--- src/rtl/regfile_pkg.sv ---
// regfile_pkg: shared defaults, zero-register constant and port-slicing helper for regfile_sb
package regfile_pkg;
  localparam int XLEN_DEF = 32;
  localparam int NREGS_DEF = 32;
  localparam int NRD_DEF = 2;
  localparam int REG_ZERO = 0;
  function automatic int slice_lo(input int k, input int w);
    return k * w;
  endfunction
endpackage

--- src/rtl/sb_busy_table.sv ---
// sb_busy_table: per-register busy bits with flush > issue > write-back priority and registered busy count
// Ports: clk, res (async active-low), iss_valid/iss_rd (set), wb_valid/wb_rd (clear),
//        flush (clear all), busy (per-register bits), busy_cnt (popcount of busy)
module sb_busy_table
  import regfile_pkg::*;
#(
  parameter int NREGS = NREGS_DEF,
  parameter int AW = $clog2(NREGS)
) (
  input  logic             clk,
  input  logic             res,
  input  logic             iss_valid,
  input  logic [AW-1:0]    iss_rd,
  input  logic             wb_valid,
  input  logic [AW-1:0]    wb_rd,
  input  logic             flush,
  output logic [NREGS-1:0] busy,
  output logic [AW-1:0]    busy_cnt
);
  logic [NREGS-1:0] busy_nxt;
  logic [AW-1:0]    cnt_nxt;
  // later assignments win, so ordering encodes wb-clear < issue-set < flush;
  // register 0 is never busy, which keeps the count within AW bits
  always_comb begin
    busy_nxt = busy;
    if (wb_valid && wb_rd != AW'(REG_ZERO)) busy_nxt[wb_rd] = 1'b0;
    if (iss_valid && iss_rd != AW'(REG_ZERO)) busy_nxt[iss_rd] = 1'b1;
    if (flush) busy_nxt = '0;
    busy_nxt[REG_ZERO] = 1'b0;
    cnt_nxt = '0;
    for (int i = 0; i < NREGS; i++) cnt_nxt = cnt_nxt + AW'(busy_nxt[i]);
  end
  always_ff @(posedge clk or negedge res)
    if (!res) begin
      busy <= '0;
      busy_cnt <= '0;
    end else begin
      busy <= busy_nxt;
      busy_cnt <= cnt_nxt;
    end
endmodule

--- src/rtl/regfile_sb.sv ---
// regfile_sb: register file with NRD combinational read ports, one write-back port and a RAW scoreboard
// Ports: clk, res (async active-low), rd_addr/rd_data/rd_busy (NRD packed read ports),
//        iss_valid/iss_rd (mark destination pending), wb_valid/wb_rd/wb_data (write and clear),
//        flush (clear all busy bits), busy_cnt (registered number of busy registers)
// Option: define REGFILE_BYPASS_EN to forward same-cycle write-back data to matching read ports.
module regfile_sb
  import regfile_pkg::*;
#(
  parameter int XLEN = XLEN_DEF,
  parameter int NREGS = NREGS_DEF,
  parameter int NRD = NRD_DEF,
  localparam int AW = $clog2(NREGS)
) (
  input  logic              clk,
  input  logic              res,
  input  logic [NRD*AW-1:0] rd_addr,
  output logic [NRD*XLEN-1:0] rd_data,
  output logic [NRD-1:0]    rd_busy,
  input  logic              iss_valid,
  input  logic [AW-1:0]     iss_rd,
  input  logic              wb_valid,
  input  logic [AW-1:0]     wb_rd,
  input  logic [XLEN-1:0]   wb_data,
  input  logic              flush,
  output logic [AW-1:0]     busy_cnt
);
  logic [XLEN-1:0]  mem [NREGS];
  logic [NREGS-1:0] busy;
  logic             wb_we;
  assign wb_we = wb_valid && wb_rd != AW'(REG_ZERO);
  always_ff @(posedge clk or negedge res)
    if (!res) begin
      for (int i = 0; i < NREGS; i++) mem[i] <= '0;
    end else if (wb_we) begin
      mem[wb_rd] <= wb_data;
    end
  sb_busy_table #(.NREGS(NREGS), .AW(AW)) u_busy (
    .clk(clk),
    .res(res),
    .iss_valid(iss_valid),
    .iss_rd(iss_rd),
    .wb_valid(wb_valid),
    .wb_rd(wb_rd),
    .flush(flush),
    .busy(busy),
    .busy_cnt(busy_cnt)
  );
  for (genvar k = 0; k < NRD; k++) begin : g_rd
    logic [AW-1:0] addr;
    logic          zero;
    assign addr = rd_addr[slice_lo(k, AW) +: AW];
    assign zero = addr == AW'(REG_ZERO);
`ifdef REGFILE_BYPASS_EN
    logic byp;
    assign byp = wb_we && wb_rd == addr;
    assign rd_data[slice_lo(k, XLEN) +: XLEN] = zero ? '0 : byp ? wb_data : mem[addr];
    assign rd_busy[k] = !zero && !byp && busy[addr];
`else
    assign rd_data[slice_lo(k, XLEN) +: XLEN] = zero ? '0 : mem[addr];
    assign rd_busy[k] = !zero && busy[addr];
`endif
  end
endmodule

--- config.mk ---
export PLATFORM = sky130hd
export DESIGN_NAME = regfile_sb
export DESIGN_NICKNAME = d
export VERILOG_FILES = /design/src/rtl/regfile_pkg.sv /design/src/rtl/sb_busy_table.sv /design/src/rtl/regfile_sb.sv
export SDC_FILE = /design/constraint.sdc
export NUM_CORES = 2
export LEC_CHECK = 0
export BUFFER_PORTS_ARGS = -buffer_cell sky130_fd_sc_hd__buf_4
export CAP_MARGIN = 15
export CORE_ASPECT_RATIO = 0.7
export CORE_MARGIN = 1.5
export CORE_UTILIZATION = 53
export CTS_BUF_LIST = sky130_fd_sc_hd__clkbuf_4 sky130_fd_sc_hd__clkbuf_8
export DETAILED_ROUTE_END_ITERATION = 8
export PLACE_DENSITY = 0.69
export SLEW_MARGIN = 40
export SYNTH_ARGS = -nofsm -noshare
export SYNTH_HDL_FRONTEND = slang
export SYNTH_SLANG_ARGS = --single-unit
export TNS_END_PERCENT = 5
--- constraint.sdc ---
create_clock -name clk -period 9.1 [get_ports clk]
set_input_delay 1.365 -clock clk [delete_from_list [all_inputs] [get_ports clk]]
set_output_delay 1.365 -clock clk [all_outputs]
set_load 0.05 [all_outputs]
==> flow_metrics.py <==
metrics = {
    "timing": {
        "period_minus_slack_ps": 6390,
        "slew_viol_final": 0,
        "hold_viol_final": 0,
        "setup_tns_ps": 0,
        "setup_violations": 0,
        "max_slew_margin_pct": 36.4,
        "finalCritPeriodShare_pct": 70.2,
        "tightest_slew_ps": 954,
        "rsz0062_at_grt": "no",
        "final.setup_skew_ps": 15.3,
        "fmax_mhz": 156,
    },
    "place": {
        "numPortBuffers": 127,
        "hpwlAfterDp_um": 93200,
        "placed_area_sq_um": 59100,
        "finalWeightedCongestion": 0.856,
        "place_inst": 4969,
    },
    "layout": {
        "area_growth_syn_to_layout_pct": 10.3,
        "drive_above_1_share_pct": 54.9,
        "layout.cells.non_filler": 5281,
        "fill_cells": 8342,
        "final_cell_area_sq_um": 62900,
        "layout.nets": 3805,
    },
    "yosys": {
        "yosysSeqAreaShare_pct": 46.5,
        "synth-seq-cells": 1060,
        "synth_top_family_by_area": "multiplexers",
        "synthCells": 3756,
        "synth_warnings": 0,
        "yosys.area.top_type_share_pct": 46.5,
        "synth_xor_area_share_pct": 0.0461,
        "synth_area_leader_cell": "dfrtp_1",
        "yosys.area_share.simple_pct": 1.33,
        "synth.area.top_cells": "dfrtp_1, mux2_2, mux4_2",
        "synth_area_sq_um": 57100,
        "synth_edf_count": 0,
        "async_flop_share_pct": 100,
        "syn-num-nets": 3845,
        "synth_most_common_cell": "dfrtp_1",
        "synth_cell_types": 47,
        "synth_compound_area_share_pct": 4.10,
        "synthMuxAreaShare_pct": 43.5,
        "syn_area_per_cell_sq_um": 15.2,
        "synthTopCellsByCount": "dfrtp_1, mux2_2, mux4_2",
        "synthAdderAreaFrac_pct": 1.00,
        "synth_flop_cell": "dfrtp_1",
    },
    "worst_setup_path": {
        "worst_setup_path_start_kind": "input pin",
        "crit_fanout": 33,
        "slowest_stage": "a21oi_4",
        "crit_required_ps": 7740,
        "reg2reg_from": "u_busy.busy[2]",
        "arrival_ps": 5030,
        "worstSetupPathType": "in2out",
        "path_delay_family": "buffers and inverters",
        "max_stage_delay_ps": 810,
        "endpoint_kind": "output port",
        "cpMostUsedCell": "buf_4",
        "path_cells": "buf_4 > clkinv_1 > a21oi_4 > buf_4 > a221oi_1 > a221oi_1 > buf_4",
        "critPathBufInv": 4,
        "worstSetupStartpoint": "rd_addr[3]",
    },
    "clocking": {
        "clk_pin_slew_worst_paths_ps": 50,
        "cts_made_buffers": 168,
        "cts_max_path_buffers": 3,
        "clock_latency_ps": 900,
        "cts-resized-gates": 0,
        "postCtsSetupBuffers": 0,
        "cts_root_buffer": "clkbuf_8",
        "cts_tree": "done",
        "cts-hold-fix-buffers": 0,
        "ctsHtreeMaxLevel": 4,
        "cts.sinks": 1060,
    },
    "routing": {
        "route.vias.total": 36100,
        "wl_um": 170000,
        "routed_via_density": 6.84,
        "first_pass_iters": 6,
        "post_drt_wl_per_cell_um": 32.2,
        "drc": 0,
        "dr.first_iter.drc_count": 3546,
        "ant_nets": 0,
    },
    "global_route": {
        "grt_util_met2_pct": 45.9,
        "use_met1_pct": 47.0,
        "grt_max_degree": 153,
        "grt_pass1_wl_um": 254000,
        "gr-usage-met3_pct": 6.69,
        "track_usage_pct": 31.5,
        "busiest_layer": "met1",
        "grt_pass1_vias": 36500,
        "grt_antenna_before_repair": 6,
        "grt.overflow.total": 0,
    },
    "hold_path": {
        "hp-start": "mem[1022]",
        "hold_class": "reg2reg",
    },
    "power_and_ir_drop": {
        "irDropWorstVdd_mv": 0.154,
        "p_per_area_nw_per_um2": 217,
        "power_leakage_nw": 27.5,
    },
    "floorplan": {
        "core_area_sq_um": 106000,
        "io-pin-count": 128,
        "fp.dieW_um": 395,
        "rows": 100,
        "initial_core_util_pct": 53.6,
        "die_area_sq_um": 110000,
        "chipHeight_um": 278,
    },
    "job": {
        "drv_cap": 0,
    },
    "run_status": {
        "status": "completed",
    },
}
==> final timing paths <==
kind,endpoint,slack [ps],cells after the start
max in group asynchronous,mem[532],6670,3
max reg2reg,u_busy.busy_cnt[4],3860,16
min reg2reg,mem[1022],380,0
min in group asynchronous,u_busy.busy[4],430,1
max,rd_data[31],2710,7
min,mem[1022],380,0
==> where the power goes <==
part,internal (mW),switching (mW),total [mW]
logic,1.68,1.25,2.93
registers,5.59,0.656,6.24
clock network,2.46,2.01,4.46
total,9.73,3.91,13.6
==> worst reg2reg max path, delay by kind of cell (launching register included) <==
family	cells	cell delay, ps
and+or+nand+nor	1	80
buffers and inverters	2	80
adders and majority gates	9	3850
xor gates and xnor gates	1	130
DFF	1	450
AOI/OAI and AO/OA	3	540
==> sequential cells by signal, summed over array words and instances, names as in the netlist <==
name             flops
u_busy.busy         31
mem               1024
u_busy.busy_cnt      5
==> logic make-up after synthesis <==
logic type      count (synthesis)
mux                          1735
flops                        1060
buf+inv                       456
compound gates                305
simple gates                  165
fa+ha+maj                      32
xor+xnor                        3
==> layer usage <==
layer | wire length, um | share of wire, %
met4 | 5210 | 3.1
met1 | 74200 | 44
met3 | 15000 | 8.8
met2 | 75500 | 44
met5 | 27 | 0.016
==> layout by cell type, fill, tap and decap left out, drive strengths merged, types with 21 or more instances in the layout <==
cell type / netlist / routed
dfrtp: 1060 / 1060
mux2: 1054 / 1054
mux4: 489 / 489
clkbuf: 218 / 271
buf: 205 / 212
mux2i: 192 / 192
a221oi: 92 / 92
nand2: 86 / 86
o21ai: 49 / 49
a22oi: 37 / 37
a221o: 36 / 36
nor2: 34 / 34
a31oi: 33 / 33
inv: 31 / 32
a21oi: 29 / 29
fa: 23 / 23
clkinv: 2 / 21
==> through the flow <==
step	hold WS, ps	total power, mW	worst slack (ps)	utilization, %
4_1_cts	376	13.7	2730	59.0
3_3_place_gp	362	9.13	1790	55.3
6_report	376	13.6	2710	59.1
2_1_floorplan	425	8.35	2480	-
3_5_place_dp	363	9.22	1780	55.5
5_1_grt	385	14.2	2560	59.1
==> final cells by class <==
cell class	count	area [sq um]	share of cell area (%)
Clock buffer	270	3330	5.29
Multi-Input combinational cell	2240	28900	45.9
Inverter	33	131	0.209
Sequential cell	1060	26500	42.1
Tap cell	1428	1790	2.84
Antenna cell	2	5.00	0.00795
Clock inverter	35	329	0.523
Timing Repair Buffer	213	1970	3.12
(Power assumes the default switching activity.)
